**config.mk**
```make
export PLATFORM = sky130hd
export DESIGN_NAME = tx_buff_sched
export DESIGN_NICKNAME = d
export VERILOG_FILES = /design/src/rtl/tx_buff_sched.sv
export SDC_FILE = /design/constraint.sdc
export NUM_CORES = 1
export LEC_CHECK = 0
export ABC_AREA = 0
export CORE_ASPECT_RATIO = 1.5
export CORE_UTILIZATION = 47
export DETAILED_ROUTE_END_ITERATION = 16
export PLACE_DENSITY = 0.83
export SLEW_MARGIN = 20
export SYNTH_ARGS = -nofsm -noshare
export SYNTH_HDL_FRONTEND = slang
export SYNTH_SLANG_ARGS = --single-unit
```
**constraint.sdc**
```tcl
create_clock -name clk -period 2.1 [get_ports clk]
set_input_delay 0.525 -clock clk [delete_from_list [all_inputs] [get_ports clk]]
set_output_delay 0.525 -clock clk [all_outputs]
set_load 0.05 [all_outputs]
```
**src/rtl/tx_buff_sched.sv**
```systemverilog
// tx_buff_sched: round-robin transmit scheduler for four mailboxes.
// A granted mailbox is read out byte by byte (10 bytes) into the transmit
// buffer. The scheduler then waits for the buffer to report load complete,
// starts the frame generator, and retries on error up to MAX_RETRY reloads.
// Each transaction ends with one ack or fail pulse to the owning mailbox.
//
// Ports:
//   clk, reset          clock (rising edge) / async active-high reset
//   req[3:0]            per-mailbox level transmit request
//   grant[3:0]          one-hot owner of current transaction, 0 when idle
//   mb_rd_addr[3:0]     byte index into granted mailbox (0 outside STREAM)
//   mb_rd_data[7:0]     byte from granted mailbox (combinational)
//   tx_buff_ld          one-cycle load pulse to transmit buffer
//   data_out[7:0]       byte stream to buffer (0 outside STREAM)
//   tx_buff_busy        buffer reports 10-byte load complete
//   frame_start         one-cycle start pulse to frame generator
//   tx_done, tx_err     frame generator result pulses
//   ack[3:0], fail[3:0] one-cycle per-mailbox completion / abort pulses
//   sched_busy          high whenever not idle
//   retry_cnt[1:0]      reloads used in current transaction
module tx_buff_sched #(
   parameter int MAX_RETRY    = 3,
   parameter int BUSY_TIMEOUT = 16
) (
   input  logic       clk,
   input  logic       reset,
   input  logic [3:0] req,
   output logic [3:0] grant,
   output logic [3:0] mb_rd_addr,
   input  logic [7:0] mb_rd_data,
   output logic       tx_buff_ld,
   output logic [7:0] data_out,
   input  logic       tx_buff_busy,
   output logic       frame_start,
   input  logic       tx_done,
   input  logic       tx_err,
   output logic [3:0] ack,
   output logic [3:0] fail,
   output logic       sched_busy,
   output logic [1:0] retry_cnt
);

   typedef enum logic [2:0] {
      ST_IDLE, ST_LOAD, ST_STREAM, ST_WAIT_BUF,
      ST_START, ST_WAIT_TX, ST_DONE, ST_FAIL
   } state_t;

   localparam logic [1:0] RETRY_MAX = 2'(MAX_RETRY);
   localparam logic [7:0] TO_LAST   = 8'(BUSY_TIMEOUT - 1);

   state_t     state, state_nxt;
   logic [1:0] rr_ptr;
   logic [1:0] gidx;
   logic [3:0] bcnt;
   logic [7:0] tcnt;
   logic [1:0] win_idx;
   logic       win_found;
   logic       retry_ok;

   // Round-robin search starting at rr_ptr, wrapping 3 -> 0.
   always_comb begin
      win_found = 1'b0;
      win_idx   = rr_ptr;
      for (int unsigned i = 0; i < 4; i++) begin
         if (!win_found && req[2'(rr_ptr + 2'(i))]) begin
            win_found = 1'b1;
            win_idx   = 2'(rr_ptr + 2'(i));
         end
      end
   end

   assign retry_ok = (retry_cnt < RETRY_MAX);

   always_ff @(posedge clk or posedge reset) begin
      if (reset) state <= ST_IDLE;
      else       state <= state_nxt;
   end

   always_comb begin
      state_nxt = state;
      unique case (state)
         ST_IDLE:     if (win_found) state_nxt = ST_LOAD;
         ST_LOAD:     state_nxt = ST_STREAM;
         ST_STREAM:   if (bcnt == 4'd9) state_nxt = ST_WAIT_BUF;
         ST_WAIT_BUF: begin
            if (tx_buff_busy)           state_nxt = ST_START;
            else if (tcnt == TO_LAST)   state_nxt = ST_FAIL;
         end
         ST_START:    state_nxt = ST_WAIT_TX;
         // tx_err wins over a simultaneous tx_done.
         ST_WAIT_TX: begin
            if (tx_err)       state_nxt = retry_ok ? ST_LOAD : ST_FAIL;
            else if (tx_done) state_nxt = ST_DONE;
         end
         ST_DONE, ST_FAIL: state_nxt = ST_IDLE;
         default:          state_nxt = ST_IDLE;
      endcase
   end

   always_ff @(posedge clk or posedge reset) begin
      if (reset) begin
         grant     <= '0;
         gidx      <= '0;
         rr_ptr    <= '0;
         bcnt      <= '0;
         tcnt      <= '0;
         retry_cnt <= '0;
      end else begin
         unique case (state)
            ST_IDLE: begin
               if (win_found) begin
                  grant     <= 4'b0001 << win_idx;
                  gidx      <= win_idx;
                  retry_cnt <= '0;
               end
            end
            ST_LOAD:   bcnt <= '0;
            ST_STREAM: begin
               bcnt <= bcnt + 4'd1;
               tcnt <= '0;
            end
            ST_WAIT_BUF: tcnt <= tcnt + 8'd1;
            ST_WAIT_TX: begin
               if (tx_err && retry_ok) retry_cnt <= retry_cnt + 2'd1;
            end
            ST_DONE, ST_FAIL: begin
               grant  <= '0;
               rr_ptr <= gidx + 2'd1;
            end
            default: ;
         endcase
      end
   end

   // grant still holds the owner during DONE/FAIL, so it selects the pulse bit.
   assign tx_buff_ld  = (state == ST_LOAD);
   assign frame_start = (state == ST_START);
   assign sched_busy  = (state != ST_IDLE);
   assign ack         = (state == ST_DONE) ? grant : '0;
   assign fail        = (state == ST_FAIL) ? grant : '0;
   assign mb_rd_addr  = (state == ST_STREAM) ? bcnt : '0;
   assign data_out    = (state == ST_STREAM) ? mb_rd_data : '0;

endmodule

```
After elaboration in Yosys (flattened, before gate mapping):

Cells that the tools add are included.

* reductions and logical operators: 18
* equality and inequality tests: 14
* mux-type cells: 34
* $add $sub $neg: 7
* magnitude comparators: 5
* shift-type cells: 1

Operators by type and width (number)
* 3-bit two-way mux: 7
* 3-bit one-hot mux with 7 select lines: 1
* 4-bit two-way mux: 4
* 4-bit one-hot mux with 2 select lines: 2
* 8-bit one-hot mux with 2 select lines: 1
* 3-bit equality test, second input constant: 4
* 2-bit by 3-bit < comparator with 1-bit output, second input constant: 4
* 2-bit two-way mux: 5
* 8-bit by 1-bit adder with 8-bit output, second input constant: 1
* 1-bit binary-select mux with 2-bit select: 4
* 8-bit by 4-bit equality test with 1-bit output, second input constant: 1
* 1-bit two-way mux: 8
* 8-bit two-way mux: 1
* 2-bit nonzero test: 4
* 2-bit by 1-bit adder with 2-bit output, second input constant: 3
* 3-bit by 2-bit equality test with 1-bit output, second input constant: 2
* 2-bit inequality test, second input constant: 3
* 3-bit inequality test, second input constant: 2
* 2-bit adder, second input constant: 2
* 4-bit by 1-bit adder with 4-bit output, second input constant: 1
* 4-bit equality test, second input constant: 1
* 1-bit logical AND: 4
* 2-bit one-hot mux with 2 select lines: 1
* 2-bit AND reduction: 2
* other kinds (9): 11

* word-level logic and storage cells: 86
* bits in registers: 25
* bits of input ports: 17
* output and inout port bits: 29

Depth between registers and ports, before layout:

* depth in word-level cells: 15
* gate-level depth with buffers: 6
* depth with buffers taken out: 6

Worst setup path after synthesis:

Ideal clock, no wire load.

* kind: register -> output
* start: register state[2]
* end: output mb_rd_addr[1]
* data required time: 1.575 ns
* buffers on the path: 0
* setup slack: -0.144 ns
* data arrival time: 1.719 ns
* stages on the path, launching flop included: 3
* cell sequence: dfrtp_1 -> nand2b_1 -> nor3_1

* word-level cells in the longest chain between the ends: 2

RTL lines
* start, declared: line 51 `state_t state, state_nxt;`
* start signal, assigned: line 76 `else state <= state_nxt;`
* 3-bit by 2-bit equality test with 1-bit output: line 141 `assign mb_rd_addr = (state == ST_STREAM) ? bcnt : '0;`
* 4-bit two-way mux: line 141
* end, declared: line 29 `output logic [3:0] mb_rd_addr,`

Every way passes these cells.

Final worst setup path:

* start: register grant[1]
* end: output grant[1]

RTL lines
* start, declared: line 28 `output logic [3:0] grant,`
* start signal, assigned: line 112 `grant <= 4'b0001 << win_idx;`

No word-level cell between the ends.

==> flow_summary.yaml <==
drt:
  first_pass_iters: 4
  viasPerCell: 5.52
  route.detailed.drc: 0
  antenna_left: 0
  vias: 1530
  wirelength_um: 3970
  wire_per_inst_um: 14.3
  drt-initial-drc-count: 30
cells_and_area:
  diodes: 0
  final_util: 0.765
  fill_cells: 206
  finalNetCount: 259
  multi_input_area_um2: 861
  drive_above_1_share: 0.241
  regArea_um2: 629
  areaGrowthSynthToFinish_pct: 55.6
flow_run:
  drv_cap: 0
sta:
  finalHoldViolCount: 0
  tightest_slew_ns: 0.497
  skew_ns: 0.00336
  fin_crit_ns: 2.01
  holdWs_ns: 0.491
  fmax_mhz: 497
  max_slew_margin: 0.668
  slew_violations: 0
  min_period_over_period: 0.959
  finalSetupTns_ns: 0
  setup_violations: 0
synth:
  synthTopCellsByArea: "dfrtp_1 40%, nand2_1 5.6%, o21ai_0 4.5%, and2_1 4.4%, mux2i_1 3.9%"
  synth-simple-area-share: 0.305
  synth_nets: 199
  synth_compound_area_frac: 0.169
  syn-instance-count: 178
  syn-cell-area_mm2: 0.00155
  synth-edff-count: 0
  synth_mux_area_frac: 0.0386
  yosys.area_share.adder: 0.0322
  syn_area_per_cell_um2: 8.73
  synth_top_family_by_area: "simple AND/OR/NAND/NOR gates"
  ys_async_sr_fraction: 1.00
  yosysSeqAreaShare: 0.403
  synth_top_area_cell: "dfrtp_1"
  synth_cell_types: 46
  synthXorXnorAreaFrac: 0.00564
  yosys_warnings: 0
  synth_ff_type: "dfrtp_1"
  synth_top_cell_area_share: 0.403
  ys_ff_latch: 25
clocking:
  clk_pin_slew_ns: 0.09
  clock_path_buffers: 2
  cts.sinks: 25
  cts_buffers: 3
  clkLatencyLatePin_ns: 0.27
  cts_tree: "built"
  cts-root-buf: "clkbuf_8"
  h-tree-depth: 1
setup_path:
  cpLargestDelayFamily: "buffers and inverters"
  critPathKind: "flop to output pin"
  cp-end-kind: "output pin"
  cp_slowest_stage_delay_ns: 0.82
  ff2ff_setup_slack_ns: 0.35
  endpoint: "grant[1]"
  path_max_fanout: 4
  cp.required_ns: 1.57
  cp_slowest_cell: "clkdlybuf4s50_1"
  rr_worst_depth: 4
  startpoint: "grant[1]$_DFFE_PP0P_"
  cp_cell_sequence: "clkdlybuf4s50_1"
  start_kind: "flop"
  critPathArrivalTime_ns: 1.49
  crit_buf_inv: 1
  path_depth: 1
  r2r-end: "state[0]$_DFFE_PP0P_"
  rr_startpoint: "tcnt[5]$_DFFE_PP0P_"
floorplanning:
  io_pins: 46
  core_area_mm2: 0.00316
  num_rows: 25
  fp.dieArea_mm2: 0.00355
  die_y_um: 72.4
  initial_core_util: 0.492
  fp.dieW_um: 49.0
worst_hold_path:
  hold_path.class: "flop to flop"
  hold_depth: 1
  hold_start: "bcnt[3]$_DFFE_PP0P_"
placement:
  hpwl_um: 2970
  place.gp.congestion: 0.787
  io_buffers: 45
global_route:
  antenna_found_initial: 0
  grt_max_degree: 26
  grt_pass1_vias: 1482
  grt_pass1_wl_um: 6530
  grt.total_usage: 0.237
  grt_overflow: 0
power_and_ir_drop:
  internal_power_mw: 1.65
  ir_worst_vdd_mv: 0.977
  clockPowerShare: 0.092
  pwr_density_cell_mw_per_mm2: 1280
  power_frac_comb: 0.628
  p_sw_mw: 1.46
  swShare: 0.469
  p_leak_nw: 1.10
  pwr-share-seq: 0.280
outcome:
  status: "finished, final reports clean"
==> how the worst min path moves through the flow <==
stage                          endpoint  slack [ns]
floorplan           tcnt[7]$_DFFE_PP0P_        0.43
global placement    tcnt[7]$_DFFE_PP0P_        0.44
detailed placement  tcnt[7]$_DFFE_PP0P_        0.46
CTS                 bcnt[3]$_DFFE_PP0P_        0.50
global route        bcnt[3]$_DFFE_PP0P_        0.51
finish              bcnt[3]$_DFFE_PP0P_        0.49
==> registers in the layout, summed over array words and instances, names as in the netlist <==
register / count
rr_ptr: 2
state: 3
tcnt: 8
grant: 4
gidx: 2
bcnt: 4
retry_cnt: 2
==> area by class of cell <==
class                      instances  area share
multi-input combinational        137       0.356
timing repair buffer              63       0.331
sequential                        25       0.260
tap                               40      0.0207
clock buffer                       3      0.0171
inverter                           8      0.0124
clock inverter                     1     0.00207
==> metrics by stage <==
stage	instance area (µm²)	setup WS (ns)	instances	power (mW)
2_1_floorplan	1560	0.127	178	2.01
3_3_place_gp	2340	-0.0502	269	2.70
3_5_place_dp	2340	-0.0817	269	2.75
4_1_cts	2390	0.0252	273	3.04
5_1_grt	2420	-0.00493	277	3.28
6_report	2420	0.0871	277	3.11
==> placed cells by master (no fill, tap or decap), types with 5 or more instances in the layout <==
master,instances
nand3_1,5
a21oi_1,9
buf_4,20
and3_1,9
buf_12,22
nor2_1,10
o21ai_0,14
nand2_1,23
mux2i_1,6
nor2b_1,5
clkdlybuf4s50_1,21
inv_1,8
dfrtp_1,22
and2_1,12
==> kinds of logic (layout without fill, tap and decap cells) <==
| group | count (synthesis) | count (layout) |
|---|---|---|
| muxes | 6 | 6 |
| adders and majority gates | 4 | 4 |
| buffers and inverters | 16 | 75 |
| AOI/OAI and AO/OA | 40 | 40 |
| and+or+nand+nor | 86 | 86 |
| DFF | 25 | 25 |
| xor gates and xnor gates | 1 | 1 |
==> synthesized netlist by cell type, drive strengths merged, types with 3 or more instances <==
cell type,n
dfrtp,25
ha,4
nand2b,4
mux2i,6
nand2,23
nor2,10
nand3,5
a21oi,9
inv,8
o21ai,14
and3,9
and2,12
nor3,5
buf,3
clkbuf,5
nor2b,5
==> per-layer routing <==
layer / GRT usage / routed length, µm / share of wire
met3: 0.0377 / 168 / 0.042
met2: 0.451 / 2200 / 0.55
met4: 0.121 / 111 / 0.028
met5: 0 / 0 / 0
met1: 0.248 / 1490 / 0.38
==> timing repair <==
action	in CTS	in global routing
buffers inserted	0	4
cloned	0	0
endpoints found under the setup margin	14	20
pin swaps	0	0
resized for setup	2	2
hold buffers	0	0
==> power by group through the flow <==
stage | clock network (mW) | logic, mW | registers, mW
final | 0.285 | 1.95 | 0.869
after global placement | 0 | 1.83 | 0.876
after floorplan | 0 | 1.06 | 0.945
after CTS | 0.288 | 1.87 | 0.882
after global routing | 0.308 | 2.08 | 0.896
after detailed placement | 0 | 1.87 | 0.884
Power figures use the tool's default switching activity.
